[config.mk]
export PLATFORM = sky130hd
export DESIGN_NAME = redtin_uart_rx_fifo
export DESIGN_NICKNAME = d
export VERILOG_FILES = /design/src/rtl/redtin_pkg.sv /design/src/rtl/redtin_sync_fifo.sv /design/src/rtl/redtin_uart_rx_fifo.sv
export SDC_FILE = /design/constraint.sdc
export NUM_CORES = 1
export LEC_CHECK = 0
export ABC_AREA = 0
export ABC_CLOCK_PERIOD_IN_PS = 3910
export CAP_MARGIN = 20
export CELL_PAD_IN_SITES_DETAIL_PLACEMENT = 0
export CELL_PAD_IN_SITES_GLOBAL_PLACEMENT = 1
export CORE_MARGIN = 5
export CORE_UTILIZATION = 53
export CTS_CLUSTER_DIAMETER = 120
export DETAILED_ROUTE_END_ITERATION = 8
export PLACE_DENSITY_LB_ADDON = 0.1
export SLEW_MARGIN = 30
export SYNTH_ARGS = -nofsm -noshare
export SYNTH_HDL_FRONTEND = slang
export SYNTH_HIERARCHICAL = 1
export SYNTH_SLANG_ARGS = --single-unit
[constraint.sdc]
create_clock -name clk -period 3.91 [get_ports clk]
set_input_delay 0.782 -clock clk [delete_from_list [all_inputs] [get_ports clk]]
set_output_delay 0.782 -clock clk [all_outputs]
set_load 0.01 [all_outputs]
[src/rtl/redtin_pkg.sv]
// Shared types and constants for the redtin UART receive path.
package redtin_pkg;

   // Receiver FSM states.
   typedef enum logic [2:0] {
      StIdle,
      StStart,
      StData,
      StStop,
      StBreak
   } rx_state_e;

   localparam int unsigned UART_DATA_BITS = 8;

   // 20 MHz / 115200 baud, rounded.
   localparam int unsigned BAUD_DIV_DEFAULT = 174;

endpackage

[src/rtl/redtin_sync_fifo.sv]
// Synchronous first-word-fall-through FIFO with occupancy count.
module redtin_sync_fifo #(
   parameter int unsigned DEPTH  = 16,
   parameter int unsigned WIDTH  = 8,
   parameter int unsigned ADDR_W = $clog2(DEPTH)
) (
   input  logic              clk,
   input  logic              reset,
   input  logic              wr_en,
   input  logic [WIDTH-1:0]  wr_data,
   input  logic              rd_en,
   output logic [WIDTH-1:0]  rd_data,
   output logic              empty,
   output logic              full,
   output logic [ADDR_W:0]   count
);

   localparam int unsigned CNT_W = ADDR_W + 1;

   logic [WIDTH-1:0]  mem_q [DEPTH];
   logic [ADDR_W-1:0] wr_ptr_q, rd_ptr_q;
   logic [CNT_W-1:0]  count_q, count_d;
   logic              do_push, do_pop;

   assign empty   = (count_q == '0);
   assign full    = (count_q == CNT_W'(DEPTH));
   assign count   = count_q;
   // Head is shown combinationally; forced to zero while nothing is stored.
   assign rd_data = empty ? '0 : mem_q[rd_ptr_q];

   // A pop frees a slot, so a push into a full FIFO is accepted when popped together.
   assign do_pop  = rd_en & ~empty;
   assign do_push = wr_en & (~full | do_pop);

   // Occupancy next-state.
   always_comb begin
      count_d = count_q;
      unique case ({do_push, do_pop})
         2'b10:   count_d = count_q + CNT_W'(1);
         2'b01:   count_d = count_q - CNT_W'(1);
         default: count_d = count_q;
      endcase
   end

   // Pointer and count registers; pointers wrap naturally at DEPTH.
   always_ff @(posedge clk or posedge reset) begin
      if (reset) begin
         wr_ptr_q <= '0;
         rd_ptr_q <= '0;
         count_q  <= '0;
      end else begin
         if (do_push) wr_ptr_q <= wr_ptr_q + ADDR_W'(1);
         if (do_pop)  rd_ptr_q <= rd_ptr_q + ADDR_W'(1);
         count_q <= count_d;
      end
   end

   // Storage array, no reset needed.
   always_ff @(posedge clk) begin
      if (do_push) mem_q[wr_ptr_q] <= wr_data;
   end

endmodule

[src/rtl/redtin_uart_rx_fifo.sv]
// 8N1 UART receiver feeding a FWFT byte FIFO, with framing and overflow status.
module redtin_uart_rx_fifo
   import redtin_pkg::*;
#(
   parameter int unsigned BAUD_DIV = BAUD_DIV_DEFAULT,
   parameter int unsigned DEPTH    = 16,
   parameter int unsigned ADDR_W   = 4
) (
   input  logic              clk,
   input  logic              reset,
   input  logic              uart_rx,
   input  logic              rd_en,
   output logic [7:0]        rd_data,
   output logic              empty,
   output logic [ADDR_W:0]   count,
   output logic              framing_err,
   output logic              overflow,
   input  logic              clear_overflow
);

   localparam int unsigned TIMER_W   = $clog2(BAUD_DIV);
   localparam int unsigned BIT_IDX_W = $clog2(UART_DATA_BITS);
   localparam logic [TIMER_W-1:0]   HALF_LOAD = TIMER_W'(BAUD_DIV / 2 - 1);
   localparam logic [TIMER_W-1:0]   FULL_LOAD = TIMER_W'(BAUD_DIV - 1);
   localparam logic [BIT_IDX_W-1:0] LAST_BIT  = BIT_IDX_W'(UART_DATA_BITS - 1);

   rx_state_e                 state_q, state_d;
   logic                      sync1_q, rxs_q;
   logic [TIMER_W-1:0]        timer_q, timer_d;
   logic [BIT_IDX_W-1:0]      bit_idx_q, bit_idx_d;
   logic [UART_DATA_BITS-1:0] shift_q, shift_d;
   logic                      push_q, push_d;
   logic                      ferr_q, ferr_d;
   logic                      overflow_q, overflow_d;
   logic                      expired;
   logic                      fifo_full;
   logic                      drop;

   assign expired = (timer_q == '0);

   // Receiver next-state: sample mid-bit, shift LSB-first, flag the stop bit result.
   always_comb begin
      state_d   = state_q;
      timer_d   = expired ? timer_q : timer_q - TIMER_W'(1);
      bit_idx_d = bit_idx_q;
      shift_d   = shift_q;
      push_d    = 1'b0;
      ferr_d    = 1'b0;
      unique case (state_q)
         StIdle: begin
            if (!rxs_q) begin
               state_d = StStart;
               timer_d = HALF_LOAD;
            end
         end
         StStart: begin
            if (expired) begin
               if (!rxs_q) begin
                  state_d   = StData;
                  timer_d   = FULL_LOAD;
                  bit_idx_d = '0;
               end else begin
                  // Line was back high at mid-start: treat as a glitch.
                  state_d = StIdle;
               end
            end
         end
         StData: begin
            if (expired) begin
               shift_d = {rxs_q, shift_q[UART_DATA_BITS-1:1]};
               timer_d = FULL_LOAD;
               if (bit_idx_q == LAST_BIT) begin
                  state_d = StStop;
               end else begin
                  bit_idx_d = bit_idx_q + BIT_IDX_W'(1);
               end
            end
         end
         StStop: begin
            if (expired) begin
               if (rxs_q) begin
                  push_d  = 1'b1;
                  state_d = StIdle;
               end else begin
                  ferr_d  = 1'b1;
                  state_d = StBreak;
               end
            end
         end
         StBreak: begin
            // Hold off until the line returns high so a held-low line is not re-read.
            if (rxs_q) state_d = StIdle;
         end
         default: state_d = StIdle;
      endcase
   end

   // Synchroniser, receiver state and status registers.
   always_ff @(posedge clk or posedge reset) begin
      if (reset) begin
         sync1_q    <= 1'b1;
         rxs_q      <= 1'b1;
         state_q    <= StIdle;
         timer_q    <= '0;
         bit_idx_q  <= '0;
         shift_q    <= '0;
         push_q     <= 1'b0;
         ferr_q     <= 1'b0;
         overflow_q <= 1'b0;
      end else begin
         sync1_q    <= uart_rx;
         rxs_q      <= sync1_q;
         state_q    <= state_d;
         timer_q    <= timer_d;
         bit_idx_q  <= bit_idx_d;
         shift_q    <= shift_d;
         push_q     <= push_d;
         ferr_q     <= ferr_d;
         overflow_q <= overflow_d;
      end
   end

   // A completed byte is lost only when full and not popped in the same cycle.
   assign drop       = push_q & fifo_full & ~rd_en;
   assign overflow_d = drop | (overflow_q & ~clear_overflow);

   assign framing_err = ferr_q;
   assign overflow    = overflow_q;

   // shift_q is stable during push_q since the FSM is back in idle.
   redtin_sync_fifo #(
      .DEPTH  (DEPTH),
      .WIDTH  (UART_DATA_BITS),
      .ADDR_W (ADDR_W)
   ) u_fifo (
      .clk     (clk),
      .reset   (reset),
      .wr_en   (push_q),
      .wr_data (shift_q),
      .rd_en   (rd_en),
      .rd_data (rd_data),
      .empty   (empty),
      .full    (fifo_full),
      .count   (count)
   );

endmodule

# --- After elaboration in Yosys (flattened, before gate mapping) ---
# Memories as Yosys holds them, arrays and structs flattened.
# Index checks and enable logic that the tools add are counted.
classes:
  addsub: 6
  n_mux: 30
  eq_ne: 16
  n_reduce_logical: 8
  bitwise_logic: 11
op_table:
  columns: ["operator", "count"]
  rows:
  - ["8-bit 2-to-1 mux", 6]
  - ["3-bit 2-to-1 mux", 11]
  - ["8-bit case mux with 3 select lines", 1]
  - ["2-bit != test, second input constant", 8]
  - ["3-bit case mux with 5 select lines", 1]
  - ["5-bit case mux with 2 select lines", 1]
  - ["4-bit by 1-bit adder with 4-bit output, second input constant", 2]
  - ["8-bit zero test", 1]
  - ["1-bit 2-to-1 mux", 8]
  - ["8-bit by 1-bit subtractor with 8-bit output, second input constant", 1]
  - ["3-bit by 2-bit == test with 1-bit output, second input constant", 2]
  - ["3-bit == test, second input constant", 2]
  - ["3-bit case mux with 2 select lines", 1]
  - ["6-bit AND reduction", 1]
  - ["5-bit by 1-bit adder with 5-bit output, second input constant", 1]
  - ["1-bit AND", 5]
  - ["5-bit == test, second input constant", 1]
  - ["5-bit zero test", 1]
  - ["5-bit AND reduction", 1]
  - ["5-bit by 1-bit subtractor with 5-bit output, second input constant", 1]
  - ["1-bit inverter", 4]
  - ["2-bit nonzero test", 2]
  - ["3-bit by 1-bit adder with 3-bit output, second input constant", 1]
  - ["3-bit by 1-bit == test with 1-bit output, second input constant", 1]
  - ["6 further kinds", 7]
word_totals:
  wordCells: 84
  ramBits: 128
  reg_bits: 40
  out_inout_bits: 16
  mem_count: 1
mem_list:
  columns: ["memory", "depth", "word_bits", "read_ports", "rd_clocked_by_memory_dff", "wr", "line_no", "rtl"]
  rows:
  - ["u_fifo.mem_q", 16, 8, 1, 0, 1, "redtin_sync_fifo.sv:20", "logic [WIDTH-1:0] mem_q [DEPTH];"]

# --- Depth between registers and ports, before layout ---
# Gate-level depths: netlist of the first run.
logic_depth:
  ltp_word: 7
  depth_mapped: 11
  mapped_depth_nobuf: 10

# --- Cells and area by module ---
# The synthesis of the first run kept the hierarchy.
modules_own_cells:
  columns: ["module", "cells_per_inst", "area_each_um2", "seq_area_each_um2", "n_inst"]
  rows:
  - ["redtin_sync_fifo", 303, 5809.3, 4169.0, 1]
  - ["redtin_uart_rx_fifo", 118, 1283.7, 678.2, 1]

# --- Worst setup path after synthesis of the first run ---
# No wires, ideal clock.
synth_path:
  kind: "register to register"
  startpoint: "register u_fifo.count_q[0] (netlist: u_fifo/count[0])"
  endpoint: "register u_fifo.count_q[4] (netlist: u_fifo/count[4])"
  setup_time_ps: 67
  path_buffers: 1
  slack_ps: 1041
  synth_period_minus_slack_ps: 2869
  t_arrival_ps: 2802
  path_stages_with_launch: 10
  path_cell_list: "dfrtp_1 or4_1 buf_6 o21ai_1 nor2_1 fa_1 a21o_1 a2111oi_0 o21a_1 a311o_1"
synth_via:
  elab_chain_cells: 7
  elab_cells_between_ends: 13
  cone_classes: "2 x add/sub; 3 x eq/ne; 1 x mux; 5 x bitwise; 2 x reduce/logical"
synth_rtl:
  columns: ["item", "line_no", "rtl"]
  rows:
  - ["start, declared", "redtin_sync_fifo.sv:22", "logic [CNT_W-1:0] count_q, count_d;"]
  - ["start signal, assigned", "redtin_sync_fifo.sv:54", "count_q <= count_d;"]
  - ["5-bit zero test", "redtin_sync_fifo.sv:25", "assign empty = (count_q == '0);"]
  - ["1-bit inverter", "redtin_sync_fifo.sv:32", "assign do_pop = rd_en & ~empty;"]
  - ["1-bit AND", "redtin_sync_fifo.sv:32", null]
  - ["1-bit bitwise OR", "redtin_sync_fifo.sv:33", "assign do_push = wr_en & (~full | do_pop);"]
  - ["1-bit AND", "redtin_sync_fifo.sv:33", null]
  - ["2-bit by 1-bit == test with 1-bit output or 2-bit == test (tied branches)", "redtin_sync_fifo.sv:38", "unique case ({do_push, do_pop})"]
  - ["5-bit case mux with 2 select lines or 2-bit nonzero test (tied branches)", null, null]
# Parallel ways exist; a longest one is shown, timed or not.
# A chain may end at the register's enable or synchronous reset.

# --- Worst setup path after layout of the first run ---
layout_path:
  startpoint: "register u_fifo.rd_ptr_q[0]"
  endpoint: "output rd_data[2]"
layout_via:
  elab_chain_cells: 2
layout_rtl:
  columns: ["item", "line_no", "rtl"]
  rows:
  - ["start, declared", "redtin_sync_fifo.sv:21", "logic [ADDR_W-1:0] wr_ptr_q, rd_ptr_q;"]
  - ["start signal, assigned", "redtin_sync_fifo.sv:53", "if (do_pop) rd_ptr_q <= rd_ptr_q + ADDR_W'(1);"]
  - ["memory read 16 x 8 bit", null, null]
  - ["8-bit 2-to-1 mux", "redtin_sync_fifo.sv:29", "assign rd_data = empty ? '0 : mem_q[rd_ptr_q];"]
  - ["end, declared", "redtin_uart_rx_fifo.sv:13", "output logic [7:0] rd_data,"]
# Every way passes these cells.

==> reports/results.ini, run 1 <==
[pwr]
cellLeakagePower_nw=3.282
cellPowerDensity_mw_per_mm2=574.8
power_w=0.004683
peakVddDrop_uv=264.3

[clock_tree]
cts_resized=0
ctsHoldBuffers=0
h-tree-depth=4
cts_tree=done
cts_root_buffer=clkbuf_16
post_cts_buffers=0
clock_latency_ns=0.42
clkTransAtPathRegs_ns=0.06
cts.sinks=168
numCtsBuffers=17
clockBufferDepth=2

[synthesis]
syn-instance-count=421
syn-cell-area_mm2=0.007093
synthTopCellsByCount=128 x edfxtp_1, 38 x dfrtp_1, 32 x mux4_2
synth-edff-count=128
synth.most_common_cell=edfxtp_1
synth_area_leaders=edfxtp_1 54%, dfrtp_1 13%, mux4_2 10%
syn_nets=439
ys.flop_type=edfxtp_1
async_flop_share_pct=23.81
synth_largest_area_cell=edfxtp_1
ys_types=51
ys_seq_area_share_pct=68.34
yosys_warnings=6
synth_top_cell_area_share_pct=54.19
synth_area_per_cell_um2=16.85
synth_seq_cells=168

[sta]
worst_slew_pin_slew_ns=0.8659
finalClockSkew_ns=0.006678
rsz0062_at_grt=false
slew_viol_final=0
finalCritPeriodShare_pct=92.72
slew_headroom_pct=42.06
layout_min_cycle_time_ns=3.625
timing.fmax_mhz=275.8
hold_ws_ns=0.3575
setup_viol=0
timing.setup.tns_ns=0
hold_viol=0

[global_route]
antenna_found_initial=0
grt_max_degree=28
grt_pass1_wl_um=21180
globalRouteOverflowTotal=0
grt_pass1_vias=3785
grt_use_total_pct=17.71

[die]
core_mm2=0.01319
rows=42
start_util_pct=53.78
ioPinCount=21
die_h_um=125.7
dieArea_mm2=0.01580
die_w_um=125.7

[routing]
avgViaCountPerCell=5.780
wl_per_cell_um=20.29
vias=3711
ant_nets=0
drtIter0Drc=219
route.detailed.drc=0
dr.pass1.iters=4
wirelength_um=13030

[layout]
diodes=0
synthToLayoutAreaGrowth_pct=14.87
drive_gt1_share_pct=20.39
fin_nets=471

[place]
gp_congestion=0.7484
hpwl_um=8653
io_buffers=20

[worst_setup_path]
r2r_start=u_fifo/count[0]$_DFFE_PP0P_
cp-start-kind=register
crit_type=register to primary output
required_ns=3.13
endpoint_kind=primary output
critPathLaunch=u_fifo/rd_ptr_q[0]$_DFFE_PP0N_
cp_max_fo=16
arrival_ns=2.84

[worst_hold_path]
hold_class=register to register
hold_start=sync1_q$_DFF_PP1_

[outcome]
outcome=finished clean

[run]
max-cap-violations=0

==> layout by cell type, fill, tap and decap left out, types with 4 or more instances in the layout <==
master           count
nand3_1              8
mux4_2              32
xor2_1               5
edfxtp_1           128
o21ai_0              7
clkbuf_16           19
nor4_1               5
xnor2_1              7
and3_1               4
a211oi_1            17
nor2b_1              9
mux2i_1             12
buf_4               13
nand2_1             13
nor3_1               9
inv_1               14
ha_1                12
mux2_2              11
dfrtp_1             37
nor2_1              20
a21oi_1              6
a21o_1               4
clkdlybuf4s50_1     20
==> through the flow <==
| step | area, um^2 | setup WS [ns] | utilization, % | std cells |
|---|---|---|---|---|
| floorplan | 7093 | 1.041 | - | 421 |
| global placement | 7527 | 0.6749 | 57.07 | 610 |
| detailed placement | 7527 | 0.6476 | 57.07 | 610 |
| CTS | 8148 | 0.2123 | 61.77 | 642 |
| global route | 8148 | 0.07773 | 61.77 | 642 |
| finish | 8148 | 0.2845 | 61.77 | 642 |
==> worst paths after layout <==
check,endpoint,slack (ns),cells after the start
hold / removal,rxs_q$_DFF_PP1_,0.36,0
hold reg to reg,rxs_q$_DFF_PP1_,0.36,0
setup reg to reg,u_fifo/count[4]$_DFFE_PP0P_,0.67,8
min in group asynchronous,u_fifo/count[4]$_DFFE_PP0P_,0.76,2
setup / recovery,rd_data[2],0.28,5
max in group asynchronous,shift_q[2]$_DFFE_PP0P_,2.75,2
==> logic make-up after synthesis <==
kind of cell | after synthesis | synth area share (%)
DFF | 168 | 68.34
and+or+nand+nor | 83 | 6.438
muxes | 55 | 13.60
AOI/OAI and AO/OA | 53 | 5.415
buffers and inverters | 37 | 2.328
adders and majority gates | 13 | 2.399
xor gates and xnor gates | 12 | 1.482
==> state kept, by name (all words and copies together) (netlist names) <==
| name | count |
|---|---|
| bit_idx_q | 3 |
| framing_err | 1 |
| overflow | 1 |
| push_q | 1 |
| rxs_q | 1 |
| shift_q | 8 |
| state_q | 3 |
| sync1_q | 1 |
| timer_q | 8 |
| u_fifo/count | 5 |
| u_fifo/mem_q | 128 |
| u_fifo/rd_ptr_q | 4 |
| u_fifo/wr_ptr_q | 4 |
==> metal layers <==
metal,global-route usage (%),up-vias,share of wire (%),wire length [um]
met4,6.059,0,1.4,178
met5,0,-,0,0
met3,3.641,16,3.0,393
met2,29.26,56,51,6599
li1,-,1713,-,-
met1,23.71,1926,45,5853
==> power by group <==
group          internal, W  total, W  switching, W  leakage [nW]
sequential         0.00195   0.00213      0.000177          1.99
clock              0.00105   0.00171      0.000654         0.294
combinational     0.000464  0.000847      0.000383         0.998
==> critical path, stage by stage, from the launching register on <==
cell,delay (ns)
dfrtp_2,0.57
buf_4,0.39
mux4_2,0.58
mux2i_1,0.25
a211oi_1,0.11
clkdlybuf4s50_1,0.52
==> layout make-up <==
cell class,instances,area [um^2]
clock buffer,24,514.2
clock inverter,8,106.4
fill,938,5042
inverter,16,60.06
multi-input combinational,216,2081
sequential,168,4848
tap,176,220.2
timing repair buffer,34,317.8
(Power assumes the default switching activity.)
==> run 2: changes to the inputs <==
==> constraint.sdc (replaced) <==
create_clock -name clk -period 3.91 [get_ports clk]
set_input_delay 0.391 -clock clk [delete_from_list [all_inputs] [get_ports clk]]
set_output_delay 0.391 -clock clk [all_outputs]
set_load 0.01 [all_outputs]
==> run 2 against run 1 <==
Via count hardly changed. Non-clock buffer count fell by 3. Sequential share of layout area increased by 0.80 points. Register-to-register slack hardly changed. Final cell count decreased by 0.62%. First-iteration DRC count shrank 7.3%. Worst setup slack better by 0.33 ns. Die area stayed put. Critical path depth up 1. Worst hold slack got worse by 0.0014 ns. Design area is 1.3% lower. Largest cell class unchanged. Highest routed layer unchanged.
==> reports/results.ini, run 2 (synthesis gave the netlist of run 1 again) <==
[outcome]
outcome=finished clean

[routing]
dr.pass1.iters=4
drtIter0Drc=203
avgViaCountPerCell=5.820
vias=3713
route.detailed.drc=0
wirelength_um=13150
ant_nets=0
wl_per_cell_um=20.61

[sta]
hold_viol=0
hold_ws_ns=0.3561
slew_viol_final=0
timing.fmax_mhz=303.7
layout_min_cycle_time_ns=3.293
timing.setup.tns_ns=0
slew_headroom_pct=38.78
worst_slew_pin_slew_ns=0.9183
setup_viol=0
rsz0062_at_grt=false
finalClockSkew_ns=0.008410
finalCritPeriodShare_pct=84.22

[worst_hold_path]
hold_class=register to register
worstHoldEndpoint=rxs_q$_DFF_PP1_
min_path_cells=0
hold_start=sync1_q$_DFF_PP1_

[worst_setup_path]
required_ns=3.52
crit_top_cell=a211oi_1
crit_type=register to primary output
regToRegSetupSlack_ns=0.66
ff2ff_path_depth=8
worstReg2RegEnd=u_fifo/count[4]$_DFFE_PP0P_
cp_max_fo=24
cp_slowest_cell=dfrtp_2
cp_cell_sequence=buf_12 > mux4_2 > nor2b_1 > a211oi_1 > a211oi_1 > clkdlybuf4s50_1
critical-path-max-stage-delay_ns=0.64
cp-start-kind=register
endpoint_kind=primary output
arrival_ns=2.90
r2r_start=u_fifo/count[0]$_DFFE_PP0P_

[die]
start_util_pct=53.78
die_h_um=125.7
core_mm2=0.01319
die_w_um=125.7
rows=42
ioPinCount=21
dieArea_mm2=0.01580

[clock_tree]
post_cts_buffers=0
numCtsBuffers=17
cts.sinks=168
clkTransAtPathRegs_ns=0.06
clockBufferDepth=2
cts_resized=0
cts_root_buffer=clkbuf_16
ctsHoldBuffers=0
clock_latency_ns=0.42
h-tree-depth=4
cts_tree=done

[layout]
final_util_pct=60.96
fin_nets=468
diodes=0
drive_gt1_share_pct=19.48
largest_register=u_fifo/mem_q
layout_commonest_cell=edfxtp_1
mostFrequentLayoutCells=128 x edfxtp_1, 37 x dfrtp_1, 32 x mux4_2
largestRegisters=u_fifo/mem_q (128), shift_q (8), timer_q (8)
synthToLayoutAreaGrowth_pct=13.35
largest_reg_flops=128

[place]
io_buffers=20
gp_congestion=0.7632
hpwl_um=8519

[run]
max-cap-violations=0

[global_route]
grt_use_total_pct=17.83
grt_max_degree=28
globalRouteOverflowTotal=0
grt_pass1_vias=3819
antenna_found_initial=0
grt_pass1_wl_um=21220

[pwr]
cellLeakagePower_nw=3.233
peakVddDrop_uv=374.7
cellPowerDensity_mw_per_mm2=558.4

-- run 2: changes by cell type in the layout (fill, tap and decap cells not counted), moves of 2 or more --
cell / previous run / this run
clkbuf_16: 19 / 17
buf_4: 13 / 10
clkbuf_8: 2 / 0
clkinv_2: 0 / 3
clkinv_1: 0 / 2
-- run 2: power breakdown --
group / internal, W / switching, W
registers: 0.00195 / 0.000211
logic: 0.000450 / 0.000360
clock network: 0.000869 / 0.000651
total: 0.00327 / 0.00122
-- run 2: stage by stage --
step	cells	setup WS (ns)	cell area, um^2	total power (W)
global route	638	0.4173	8040	0.004689
CTS	638	0.5459	8040	0.004539
finish	638	0.6171	8040	0.004490
floorplan	421	1.041	7093	0.002708
detailed placement	607	0.6721	7505	0.003016
global placement	607	0.8381	7505	0.003004
-- run 2: how the worst max path moves through the flow --
stage	from	endpoint	slack (ns)	cells after the start
finish	u_fifo/rd_ptr_q[0]$_DFFE_PP0N_	rd_data[1]	0.62	6
global placement	u_fifo/count[0]$_DFFE_PP0P_	u_fifo/count[4]$_DFFE_PP0P_	0.84	8
CTS	u_fifo/rd_ptr_q[0]$_DFFE_PP0N_	rd_data[1]	0.55	6
detailed placement	u_fifo/count[0]$_DFFE_PP0P_	u_fifo/count[4]$_DFFE_PP0P_	0.67	8
global route	u_fifo/rd_ptr_q[0]$_DFFE_PP0N_	rd_data[5]	0.42	6
floorplan	u_fifo/count[0]$_DFFE_PP0P_	u_fifo/count[4]$_DFFE_PP0P_	1.04	9
-- run 2: critical path, delay by kind of cell, from the launching register on --
| family | cells | cell delay [ns] |
|---|---|---|
| AND/OR/NAND/NOR | 1 | 0.15 |
| flip-flops | 1 | 0.64 |
| AO/OA/AOI/OAI | 2 | 0.32 |
| buffers and inverters | 2 | 0.82 |
| multiplexers | 1 | 0.55 |
-- run 2: per-layer routing --
layer  GRT usage [%]  part of all wire [%]  vias to the layer above
li1                -                     -                     1704
met1           23.89                    45                     1932
met2           28.98                    51                       59
met3           4.149                   3.0                       18
met4           6.314                   1.4                        0
met5               0                     0                        -
-- run 2: cell type report --
| type | instances | area, um^2 |
|---|---|---|
| Fill cell | 1031 | 5150 |
| Sequential cell | 168 | 4848 |
| Multi-Input combinational cell | 216 | 2081 |
| Clock buffer | 19 | 432.9 |
| Timing Repair Buffer | 31 | 295.3 |
| Tap cell | 176 | 220.2 |
| Clock inverter | 12 | 102.6 |
| Inverter | 16 | 60.06 |
